<file path="src/rtl/lfsr_bist_ctrl_if.sv">
// Bundle between the test-access side, the BIST controller and the LFSR/CUT
// datapath.
//   master : test-access side. It drives start/abort/config and the CUT
//            response, and observes the status and LFSR control outputs.
//   slave  : the BIST controller.
// Signals:
//   start, abort             run control
//   seed, num_patterns,      run configuration, captured on an accepted start
//   golden
//   resp_in                  CUT response, compacted every RUN cycle
//   lfsr_rst, lfsr_seed,     LFSR load strobe, seed value and scan input
//   lfsr_scan_in
//   busy, done, pass         run status
//   signature, pattern_cnt   MISR contents and count of applied patterns
interface lfsr_bist_ctrl_if #(
    parameter int unsigned NBIT  = 4,
    parameter int unsigned CNT_W = 8
);
    logic             start;
    logic             abort;
    logic [NBIT-1:0]  seed;
    logic [CNT_W-1:0] num_patterns;
    logic [NBIT-1:0]  golden;
    logic [NBIT-1:0]  resp_in;
    logic             lfsr_rst;
    logic [NBIT-1:0]  lfsr_seed;
    logic             lfsr_scan_in;
    logic             busy;
    logic             done;
    logic             pass;
    logic [NBIT-1:0]  signature;
    logic [CNT_W-1:0] pattern_cnt;

    modport master (
        output start, abort, seed, num_patterns, golden, resp_in,
        input  lfsr_rst, lfsr_seed, lfsr_scan_in, busy, done, pass,
               signature, pattern_cnt
    );

    modport slave (
        input  start, abort, seed, num_patterns, golden, resp_in,
        output lfsr_rst, lfsr_seed, lfsr_scan_in, busy, done, pass,
               signature, pattern_cnt
    );
endinterface

</file>
<file path="src/rtl/lfsr_bist_ctrl.sv">
// BIST controller for a 4-bit LFSR pattern generator. It loads the seed,
// free-runs the LFSR for N patterns, and compacts the CUT response into a
// 4-bit MISR. It then compares the MISR against the golden signature.
// Ports:
//   clk  : clock. All state changes on the rising edge.
//   rst  : asynchronous reset, active low.
//   bus  : lfsr_bist_ctrl_if.slave. Holds control, config, CUT response,
//          LFSR controls and status.
module lfsr_bist_ctrl #(
    parameter int unsigned NBIT  = 4,
    parameter int unsigned CNT_W = 8
) (
    input  logic              clk,
    input  logic              rst,
    lfsr_bist_ctrl_if.slave   bus
);

    typedef enum logic [1:0] {
        ST_IDLE = 2'd0,
        ST_SEED = 2'd1,
        ST_RUN  = 2'd2,
        ST_CMP  = 2'd3
    } state_t;

    state_t           r_state,    w_state_nxt;
    logic [NBIT-1:0]  r_seed,     w_seed_nxt;
    logic [NBIT-1:0]  r_golden,   w_golden_nxt;
    logic [CNT_W-1:0] r_num,      w_num_nxt;
    logic [NBIT-1:0]  r_sig,      w_sig_nxt;
    logic [CNT_W-1:0] r_cnt,      w_cnt_nxt;
    logic             r_pass,     w_pass_nxt;
    logic             r_done,     w_done_nxt;
    logic             r_busy,     w_busy_nxt;
    logic             r_lfsr_rst, w_lfsr_rst_nxt;

    // MISR step: shift left, feed back taps 3 and 2, then XOR in the response
    logic [NBIT-1:0]  w_misr_step;
    assign w_misr_step = {r_sig[NBIT-2:0], r_sig[NBIT-1] ^ r_sig[NBIT-2]} ^ bus.resp_in;

    // Next-state and next-output logic
    always_comb begin
        w_state_nxt  = r_state;
        w_seed_nxt   = r_seed;
        w_golden_nxt = r_golden;
        w_num_nxt    = r_num;
        w_sig_nxt    = r_sig;
        w_cnt_nxt    = r_cnt;
        w_pass_nxt   = r_pass;
        w_done_nxt   = 1'b0;

        case (r_state)
            ST_IDLE: begin
                // A simultaneous abort wins over start
                if (bus.start && !bus.abort) begin
                    w_seed_nxt   = bus.seed;
                    w_num_nxt    = bus.num_patterns;
                    w_golden_nxt = bus.golden;
                    w_pass_nxt   = 1'b0;
                    w_state_nxt  = ST_SEED;
                end
            end
            ST_SEED: begin
                if (bus.abort) begin
                    w_pass_nxt  = 1'b0;
                    w_state_nxt = ST_IDLE;
                end else begin
                    w_sig_nxt   = '0;
                    w_cnt_nxt   = '0;
                    w_state_nxt = (r_num != '0) ? ST_RUN : ST_CMP;
                end
            end
            ST_RUN: begin
                if (bus.abort) begin
                    w_pass_nxt  = 1'b0;
                    w_state_nxt = ST_IDLE;
                end else begin
                    w_sig_nxt = w_misr_step;
                    w_cnt_nxt = r_cnt + CNT_W'(1);
                    // Leave after the N-th compaction, so the counter stops at N
                    if (r_cnt == r_num - CNT_W'(1)) begin
                        w_state_nxt = ST_CMP;
                    end
                end
            end
            ST_CMP: begin
                if (bus.abort) begin
                    w_pass_nxt  = 1'b0;
                    w_state_nxt = ST_IDLE;
                end else begin
                    w_pass_nxt  = (r_sig == r_golden);
                    w_done_nxt  = 1'b1;
                    w_state_nxt = ST_IDLE;
                end
            end
            default: begin
                w_state_nxt = ST_IDLE;
            end
        endcase

        // busy and lfsr_rst are registered decodes of the upcoming state
        w_busy_nxt     = (w_state_nxt != ST_IDLE);
        w_lfsr_rst_nxt = (w_state_nxt == ST_SEED);
    end

    // State and output registers
    always_ff @(posedge clk or negedge rst) begin
        if (!rst) begin
            r_state    <= ST_IDLE;
            r_seed     <= '0;
            r_golden   <= '0;
            r_num      <= '0;
            r_sig      <= '0;
            r_cnt      <= '0;
            r_pass     <= 1'b0;
            r_done     <= 1'b0;
            r_busy     <= 1'b0;
            r_lfsr_rst <= 1'b0;
        end else begin
            r_state    <= w_state_nxt;
            r_seed     <= w_seed_nxt;
            r_golden   <= w_golden_nxt;
            r_num      <= w_num_nxt;
            r_sig      <= w_sig_nxt;
            r_cnt      <= w_cnt_nxt;
            r_pass     <= w_pass_nxt;
            r_done     <= w_done_nxt;
            r_busy     <= w_busy_nxt;
            r_lfsr_rst <= w_lfsr_rst_nxt;
        end
    end

    assign bus.lfsr_rst     = r_lfsr_rst;
    assign bus.lfsr_seed    = r_seed;
    assign bus.lfsr_scan_in = 1'b0;
    assign bus.busy         = r_busy;
    assign bus.done         = r_done;
    assign bus.pass         = r_pass;
    assign bus.signature    = r_sig;
    assign bus.pattern_cnt  = r_cnt;

endmodule

</file>
<file path="src/flat_wrapper.sv">
// flat-port wrapper written by rule: the top's interface ports become plain ports
module lfsr_bist_ctrl_flat 
#(
    parameter int unsigned NBIT  = 4,
    parameter int unsigned CNT_W = 8
)
  (clk, rst, bus_start, bus_abort, bus_seed, bus_num_patterns, bus_golden, bus_resp_in, bus_lfsr_rst, bus_lfsr_seed, bus_lfsr_scan_in, bus_busy, bus_done, bus_pass, bus_signature, bus_pattern_cnt);
  lfsr_bist_ctrl_if #(.NBIT(NBIT), .CNT_W(CNT_W)) bus_i ();
  input  logic clk;
  input  logic rst;
  input wire logic [$bits(bus_i.start)-1:0] bus_start;
  input wire logic [$bits(bus_i.abort)-1:0] bus_abort;
  input wire logic [$bits(bus_i.seed)-1:0] bus_seed;
  input wire logic [$bits(bus_i.num_patterns)-1:0] bus_num_patterns;
  input wire logic [$bits(bus_i.golden)-1:0] bus_golden;
  input wire logic [$bits(bus_i.resp_in)-1:0] bus_resp_in;
  output wire logic [$bits(bus_i.lfsr_rst)-1:0] bus_lfsr_rst;
  output wire logic [$bits(bus_i.lfsr_seed)-1:0] bus_lfsr_seed;
  output wire logic [$bits(bus_i.lfsr_scan_in)-1:0] bus_lfsr_scan_in;
  output wire logic [$bits(bus_i.busy)-1:0] bus_busy;
  output wire logic [$bits(bus_i.done)-1:0] bus_done;
  output wire logic [$bits(bus_i.pass)-1:0] bus_pass;
  output wire logic [$bits(bus_i.signature)-1:0] bus_signature;
  output wire logic [$bits(bus_i.pattern_cnt)-1:0] bus_pattern_cnt;
  assign bus_i.start = bus_start;
  assign bus_i.abort = bus_abort;
  assign bus_i.seed = bus_seed;
  assign bus_i.num_patterns = bus_num_patterns;
  assign bus_i.golden = bus_golden;
  assign bus_i.resp_in = bus_resp_in;
  assign bus_lfsr_rst = bus_i.lfsr_rst;
  assign bus_lfsr_seed = bus_i.lfsr_seed;
  assign bus_lfsr_scan_in = bus_i.lfsr_scan_in;
  assign bus_busy = bus_i.busy;
  assign bus_done = bus_i.done;
  assign bus_pass = bus_i.pass;
  assign bus_signature = bus_i.signature;
  assign bus_pattern_cnt = bus_i.pattern_cnt;
  lfsr_bist_ctrl #(.NBIT(NBIT), .CNT_W(CNT_W)) u_core (.clk(clk), .rst(rst), .bus(bus_i));
endmodule
</file>
<file path="config.mk">
export PLATFORM = sky130hd
export DESIGN_NAME = lfsr_bist_ctrl_flat
export DESIGN_NICKNAME = d
export VERILOG_FILES = /design/src/rtl/lfsr_bist_ctrl_if.sv /design/src/rtl/lfsr_bist_ctrl.sv /design/src/flat_wrapper.sv
export SDC_FILE = /design/constraint.sdc
export NUM_CORES = 1
export LEC_CHECK = 0
export CAP_MARGIN = 40
export CORE_MARGIN = 2
export CORE_UTILIZATION = 48
export CTS_CLUSTER_SIZE = 20
export DETAILED_ROUTE_END_ITERATION = 7
export PLACE_DENSITY = 0.87
export REMOVE_ABC_BUFFERS = 1
export SLEW_MARGIN = 10
export SYNTH_ARGS = -nofsm -noshare
export SYNTH_HDL_FRONTEND = slang
export SYNTH_SLANG_ARGS = --single-unit
</file>
<file path="constraint.sdc">
create_clock -name clk -period 2.3 [get_ports clk]
set_input_delay 0.46 -clock clk [delete_from_list [all_inputs] [get_ports clk]]
set_output_delay 0.46 -clock clk [all_outputs]
set_load 0.005 [all_outputs]
</file>
# [Word level (Yosys, flattened, before mapping)]
# Cells that the tools add are included.
[totals] register_bits=34 inputBits=24 wordCells=52
[op_classes] addsub=2 eq_ne=10 mux=18 bitwise=2 reduce_logical=10
[ops] operator="$mux W8" count=2
[ops] operator="$pmux W8 S2" count=1
[ops] operator="$add A8 B1 Y8 const B" count=1
[ops] operator="$eq A8 B8 Y1" count=1
[ops] operator="$mux W2" count=4
[ops] operator="$mux W4" count=2
[ops] operator="$pmux W2 S4" count=1
[ops] operator="$pmux W4 S2" count=1
[ops] operator="$reduce_bool A8 Y1" count=1
[ops] operator="$sub A8 B1 Y8 const B" count=1
[ops] operator="$mux W1" count=6
[ops] operator="$eq A2 B1 Y1 const B" count=2
[ops] operator="$eq A2 B2 Y1 const B" count=2
[ops] operator="$eq A4 B4 Y1" count=1
[ops] operator="$ne A2 B1 Y1 const B" count=2
[ops] operator="$ne A2 B2 Y1 const B" count=2
[ops] operator="$reduce_and A2 Y1" count=2
[ops] operator="$reduce_bool A2 Y1" count=2
[ops] operator="$xor A4 B4 Y4" count=1
[ops] operator="$pmux W1 S3" count=1
[ops] operator="$reduce_and A3 Y1" count=1
[ops] operator="$logic_not A2 Y1" count=1
[ops] operator="$reduce_or A2 Y1" count=1
[ops] operator="$logic_and A1 B1 Y1" count=1
[ops] operator="other kinds (2)" count=2

# [Logic depth before layout (Yosys ltp)]
# Gate-level depths: netlist of run 1.
[depth] word_depth=6 ltp_mapped=9

# [Worst setup path after synthesis of run 1]
# No wires, ideal clock.
[synth_path] kind="register -> register" startpoint="register u_core.r_num[0]" endpoint="register u_core.r_busy, in the netlist u_core.bus.busy" setup_ns=0.090 t_arrival_ns=1.741 required_ns=2.210 slack_ns=0.469 path_stages_with_launch=10 synth_period_minus_slack_ns=1.831 path_cell_list="dfrtp_1 -> buf_2 -> inv_1 -> ha_1 -> clkbuf_2 -> nand2b_1 -> o211a_1 -> o31a_1 -> a211o_1 -> o221ai_1"
[synth_between] elab_chain_cells=6 elab_cells_between_ends=9
[synth_rtl] item="from (decl)" line_no="lfsr_bist_ctrl.sv:28" source="logic [CNT_W-1:0] r_num, w_num_nxt;"
[synth_rtl] item="from (signal assigned)" line_no="lfsr_bist_ctrl.sv:122" source="r_num <= w_num_nxt;"
[synth_rtl] item="$sub A8 B1 Y8" line_no="lfsr_bist_ctrl.sv:80" source="if (r_cnt == r_num - CNT_W'(1)) begin"
[synth_rtl] item="$eq A8 B8 Y1" line_no="lfsr_bist_ctrl.sv:80"
[synth_rtl] item="$mux W2" line_no="lfsr_bist_ctrl.sv:80"
[synth_rtl] item="$mux W2" line_no="lfsr_bist_ctrl.sv:73" source="if (bus.abort) begin"
[synth_rtl] item="$pmux W2 S4 (*)" line_no="lfsr_bist_ctrl.sv:51" source="case (r_state)"
[synth_rtl] item="$reduce_bool A2 Y1 (*)" line_no="lfsr_bist_ctrl.sv:101" source="w_busy_nxt = (w_state_nxt != ST_IDLE);"
[synth_rtl] item="via u_core.w_busy_nxt" line_no="lfsr_bist_ctrl.sv:33" source="logic r_busy, w_busy_nxt;"
[synth_rtl] item="to (signal assigned)" line_no="lfsr_bist_ctrl.sv:127" source="r_busy <= w_busy_nxt;"
[synth_rtl] item="to (decl)" line_no="lfsr_bist_ctrl.sv:33"
# The timed path passes the listed nets; every way through them passes the cells marked *.
# A chain may end at the register's enable or synchronous reset.

# [Worst setup path in the final report of run 1]
[layout_path] startpoint="register u_core.r_num[1]" endpoint="register u_core.r_busy, in the netlist u_core.bus.busy"
# The elaborated chain is that of the path after synthesis.

==> results.md, run 1 <==
* Run status: finished clean
* Gate Count Post-Synth at between 150 and 200
* DRT iter0 DRCs at 153
* Commonest register cell after synthesis: dfrtp_1
* Fin Hold WS at 0.511 ns
* Root Driver: clkbuf_8
* Antenna Diode Count at 0
* Power density over cell area at between 1000 and 1500 nW/um^2
* Synth area leaders: dfrtp_1 (45%), mux2_2 (9.6%), xor2_1 (5.6%)
* Syn Area/Cell at 10.4 sq um
* DP HPWL at between 2 and 3 mm
* CP endpoint kind: flop
* Final ANT Viol Nets at 0
* CTS tree: yes
* CP delay by family, top: compound AO/OA/AOI/OAI gates
* Via Count at 1515
* Register area share after synthesis at 0.452
* Synth Cell Area at 1880 sq um
* Post_cts resized at 0
* Die Wd at between 60 and 70 um
* Initial Util at 0.506
* CP peak stage delay at 0.44 ns
* Register-to-register path setup slack at 0.30 ns
* H-tree depth reported by CTS at 2
* Maxcap violations at 0
* Clk_lat worst skew at 0.29 ns
* Initial antenna violation count at 0
* Final Max Slew Viols at 0
* Core area at 3720 sq um
* Layout Nets at around 260
* Total grt overflow at 0
* Worst setup margin at 0.299 ns
* TNS Setup at 0 ns
* Core Util, Final at 0.668
* I/O pin count at 45
* Post-CTS Setup Bufs at 0
* Pwr Total at 0.00285 W
* VDD IR max at 0.648 mV
* Hold violation total from the final report at 0
* Final setup vio count at 0
* CP Cell Sequence: inv_1 -> ha_1 -> nand2_1 -> o211a_1 -> o31a_1 -> a211o_1 -> o221ai_1
* WP data arrival at 2.20 ns
* Post-synthesis async set-or-reset flop share at 1.00
* Clk buf depth at 2
* WS Path Type: reg2reg
* Pre-antenna DRT Iters at 4
* Area growth, synth to finish at 32.1%
* First-pass GRT wire length at 6.55 mm
* EDFF count, synth at 0
* Die Y at 66.6 um
* Worst path bufs/invs at 1
* Required time worst endpoint at 2.50 ns
* RePlAce Congestion at 0.822
* Routed WL at 4.00 mm
* Final period util at 0.870
* Netlist cell types at 40
* Tot GR Track Use at 0.202
* Share of layout cells above drive strength 1 at 0.138
* Crit-path max FO at 9
* DRC at 0
* Inserted Clock Buffers at 5
* Unrepaired setup endpoints after global routing: false
* Routed len/inst at 14.3 um
* Crit path launch type: flop
* Final min period at between 2 and 2.5 ns
* Clock transition at path regs at around 0.070 ns
* Largest net degree at the start of global routing at 35
* CP max stage cell: dfrtp_1
* Hold crit path type: reg2reg
* Yosys top cell area share at 0.452
* Synth Register Bits at 34
* Vias per cell at 5.41
* Layout fillers at between 200 and 300
* Leakage dissipation at 1.08 nW
* Leading area contributor after synthesis: dfrtp_1
* Site Rows at 22
* Die area at 4430 sq um
* Hold-fix buffers, CTS at 0
* Number of global-route vias before repair at 1448
* Setup skew after layout at around 0.0067 ns
* Port Buf Inserts at 43
* Clk sink count at 34
* FMAX at 500 MHz
* Dpl ws at between 0.2 and 0.25 ns
* Ys Warns at 0
-- area by class of cell --
class,instances,area [sq um],share of cell area
clock inverter,1,5.00,0.00202
sequential,34,851,0.343
clock buffer,7,86.3,0.0348
multi-input combinational,134,972,0.391
inverter,5,18.8,0.00756
timing repair buffer,51,490,0.197
tap,48,60.1,0.0242
-- power breakdown --
| group | total (W) | switching, W | internal, W |
|---|---|---|---|
| clock network | 0.000465 | 0.000224 | 0.000242 |
| registers | 0.00110 | 0.000272 | 0.000829 |
| logic | 0.00128 | 0.000559 | 0.000723 |
-- path summary, 6_finish.rpt --
check                                        start                 endpoint  depth (start not counted)
max reg2reg                        u_core.r_num[1]          u_core.bus.busy                          7
min in group asynchronous                      rst          u_core.r_num[6]                          2
max                                u_core.r_num[1]          u_core.bus.busy                          7
max in group asynchronous                      rst  u_core.bus.signature[0]                          2
min reg2reg                u_core.bus.lfsr_seed[2]  u_core.bus.lfsr_seed[2]                          1
min                        u_core.bus.lfsr_seed[2]  u_core.bus.lfsr_seed[2]                          1
-- routing by layer --
metal,up-vias,global-route usage,part of all wire
li1,727,-,-
met1,726,0.259,0.45
met2,49,0.319,0.48
met3,13,0.0490,0.049
met4,0,0.0969,0.024
met5,-,0,0
-- synth_stat cells (4+ instances only) --
library cell,instances
xor2_1,12
nor3_1,5
nand2_1,12
inv_1,5
dfrtp_1,34
a21oi_1,6
nand4_1,4
ha_1,7
nor2b_1,4
nor2_1,17
o21ai_0,7
nand2b_1,6
mux2_2,16
xnor2_1,11
-- placed cells by master (no fill, tap or decap), types with 2 or more instances in the layout --
| cell type | n |
|---|---|
| xnor2_1 | 11 |
| nor2b_1 | 4 |
| nand3_1 | 3 |
| nand2b_1 | 6 |
| o21bai_1 | 2 |
| clkdlybuf4s50_1 | 43 |
| and3_1 | 2 |
| nor3_1 | 5 |
| dfrtp_1 | 34 |
| nand2_1 | 12 |
| xor2_1 | 12 |
| buf_4 | 8 |
| mux2_2 | 16 |
| a21oi_1 | 6 |
| nor2_1 | 17 |
| a211oi_1 | 2 |
| a22oi_1 | 2 |
| ha_1 | 7 |
| o21ai_0 | 7 |
| nand4_1 | 4 |
| clkbuf_8 | 6 |
| inv_1 | 5 |
-- kinds of logic (layout without fill, tap and decap cells) --
kind of cell	count (synthesis)	after routing	synth area share
AOI/OAI and AO/OA	30	30	0.108
xor gates and xnor gates	23	23	0.107
adders and majority gates	7	7	0.0466
buffers and inverters	13	64	0.0306
DFF	34	34	0.452
muxes	16	16	0.0958
other	1	1	0.00199
and+or+nand+nor	57	57	0.157
-- flip-flops by register name (all words and copies together) (netlist names) --
register,flops
u_core.bus.lfsr_rst,1
u_core.bus.pass,1
u_core.bus.done,1
u_core.bus.pattern_cnt,8
u_core.r_golden,4
u_core.bus.lfsr_seed,4
u_core.r_num,8
u_core.bus.busy,1
u_core.bus.signature,4
u_core.r_state,2
-- through the flow --
stage / area (sq um) / instances
floorplan: 1840 / 173
global placement: 2390 / 272
detailed placement: 2390 / 272
CTS: 2480 / 280
global route: 2480 / 280
finish: 2480 / 280
No activity file was read; power rests on OpenSTA's default activity.
==> inputs of run 2 (changes only) <==
Settings changed: DONT_BUFFER_PORTS set to 1, PLACE_DENSITY 0.87 to 0.72.
==> results.md, run 2 (synthesized netlist as in run 1, its figures left out) <==
* Run status: finished clean (unchanged)
* Final ANT Viol Nets at 0 (unchanged)
* H-tree depth reported by CTS at 2 (unchanged)
* Vias per cell at 5.74 (was 5.41)
* Pwr Total at 0.00254 W (was 0.00285 W)
* RePlAce Congestion at 0.846 (was 0.822)
* Final Non-Filler Cells at 231 (was 280)
* Unrepaired setup endpoints after global routing: false (unchanged)
* Port Buf Inserts at 0 (was 43)
* Final Max Slew Viols at 0 (unchanged)
* Placed cells at 222 (was 272)
* Crit-path max FO at 9 (unchanged)
* Final min period at 2.00 ns (about the same)
* CP Cell Sequence: inv_1 -> ha_1 -> xnor2_1 -> and4b_1 -> a41oi_1 -> a211oi_1 -> o41ai_1 (was inv_1 -> ha_1 -> nand2_1 -> o211a_1 -> o31a_1 -> a211o_1 -> o221ai_1)
* Crit path launch type: flop (unchanged)
* Layout Nets at 213 (was 262)
* Leakage dissipation at 0.897 nW (was 1.08 nW)
* Die Y at 66.6 um (unchanged)
* WS Path Type: reg2reg (unchanged)
* Hold violation total from the final report at 0 (unchanged)
* Initial antenna violation count at 0 (unchanged)
* CP endpoint kind: flop (unchanged)
* Slew @ Worst Pin at 0.741 ns
* Die area at 4430 sq um (unchanged)
* Core area at 3720 sq um (unchanged)
* I/O pin count at 45 (unchanged)
* Design area at 2020 sq um (was 2480 sq um)
* Power density over cell area at 1260 nW/um^2 (was 1150 nW/um^2)
* Share of layout cells above drive strength 1 at 0.142 (was 0.138)
* CP peak stage delay at 0.46 ns (was 0.44 ns)
* TNS Setup at 0 ns (unchanged)
* Inserted Clock Buffers at 5 (unchanged)
* Most common cell after layout, fill and taps aside: dfrtp_1 (was clkdlybuf4s50_1)
* Commonest non-fill, non-tap cells in the layout: dfrtp_1 (34), nor2_1 (17), mux2_2 (16) (was clkdlybuf4s50_1 (43), dfrtp_1 (34), nor2_1 (17))
* Worst slew margin relative to its limit at 0.505
* CP delay by family, top: compound AO/OA/AOI/OAI gates (unchanged)
* VDD IR max at 0.612 mV (was 0.648 mV)
* Area growth, synth to finish at 7.45% (was 32.1%)
* Total grt overflow at 0 (unchanged)
* DRT iter0 DRCs at 129 (was 153)
* Clock transition at path regs at 0.07 ns (about the same)
* DRC at 0 (unchanged)
* FMAX at 499 MHz (was 500 MHz)
* Hold crit path type: in2async (was reg2reg)
* Pre-antenna DRT Iters at 4 (unchanged)
* Clk buf depth at 2 (unchanged)
* Final period util at 0.871 (was 0.870)
* Routed len/inst at 16.0 um (was 14.3 um)
* CTS tree: yes (unchanged)
* DP HPWL at 2.80 mm (was 2.89 mm)
* CP max stage cell: dfrtp_1 (unchanged)
* Tot GR Track Use at 0.180 (was 0.202)
* Root Driver: clkbuf_8 (unchanged)
* Clk sink count at 34 (unchanged)
* Setup skew after layout at 0.00757 ns (was 0.00665 ns)
* First-pass GRT wire length at 5.99 mm (was 6.55 mm)
* Largest net degree at the start of global routing at 35 (unchanged)
* Post_cts resized at 0 (unchanged)
* Hold-fix buffers, CTS at 1 (was 0)
* Initial Util at 0.506 (unchanged)
* Antenna Diode Count at 0 (unchanged)
* Routed WL at 3.70 mm (was 4.00 mm)
* Required time worst endpoint at 2.46 ns (was 2.50 ns)
* Number of global-route vias before repair at 1314 (was 1448)
* Final setup vio count at 0 (unchanged)
* WP data arrival at 2.17 ns (was 2.20 ns)
* Dpl cell area at 1910 sq um (was 2390 sq um)
* Site Rows at 22 (unchanged)
* Via Count at 1327 (was 1515)
* Worst path bufs/invs at 1 (unchanged)
* Clk_lat worst skew at 0.28 ns (was 0.29 ns)
* Post-CTS Setup Bufs at 0 (unchanged)
* Die Wd at 66.6 um (unchanged)
* Maxcap violations at 0 (unchanged)
## run 2: worst reg2reg max path: cells and delay by family (launching register included)
| family | cells | cell delay, ns |
|---|---|---|
| compound gates | 3 | 0.69 |
| flops | 1 | 0.46 |
| fa+ha+maj | 1 | 0.31 |
| simple gates | 1 | 0.18 |
| xor+xnor | 1 | 0.17 |
| buf+inv | 1 | 0.08 |
## run 2: power by group
group          switching [W]  total (W)  internal [W]
registers           0.000309    0.00114      0.000830
logic               0.000471   0.000961      0.000490
clock network       0.000202   0.000443      0.000241
total               0.000982    0.00254       0.00156
## run 2: final cells by class
cell class                 count  area, sq um
fill                         346         1700
timing repair buffer           2         27.5
clock inverter                 1         5.00
multi-input combinational    134          972
clock buffer                   7         86.3
tap                           48         60.1
inverter                       5         18.8
sequential                    34          851
## run 2: final timing paths
path / start / to / slack [ns] / depth (start not counted)
max: u_core.r_num[0] / u_core.bus.lfsr_rst / 0.30 / 7
min: rst / u_core.bus.lfsr_rst / 0.004 / 1
max reg2reg: u_core.r_num[0] / u_core.bus.lfsr_rst / 0.30 / 7
min reg2reg: u_core.r_golden[1] / u_core.r_golden[1] / 0.53 / 1
max in group asynchronous: rst / u_core.bus.lfsr_seed[2] / 2.11 / 1
min in group clk: bus_abort / u_core.bus.done / 0.26 / 1
## run 2: per-stage QoR
step / hold WS (ns) / util / setup slack, ns
final: 0.00399 / 0.544 / 0.296
after global routing: 0.00140 / 0.544 / 0.0259
after CTS: 0.00812 / 0.544 / 0.277
after detailed placement: 0.165 / 0.514 / 0.300
after global placement: 0.165 / 0.514 / 0.398
after floorplan: 0.164 / - / 0.528
## run 2: per-layer routing
layer | up-vias | wire [um] | GRT usage
met5 | - | 0 | 0
met4 | 0 | 42 | 0.0383
met3 | 6 | 175 | 0.0557
met2 | 34 | 1960 | 0.314
met1 | 660 | 1520 | 0.219
li1 | 627 | - | -
==> inputs of run 3 (changes only) <==
Settings changed: GPL_TIMING_DRIVEN set to 1.
==> results of run 3 <==
The final DEF is identical to that of run 2; final timing and power are the same.
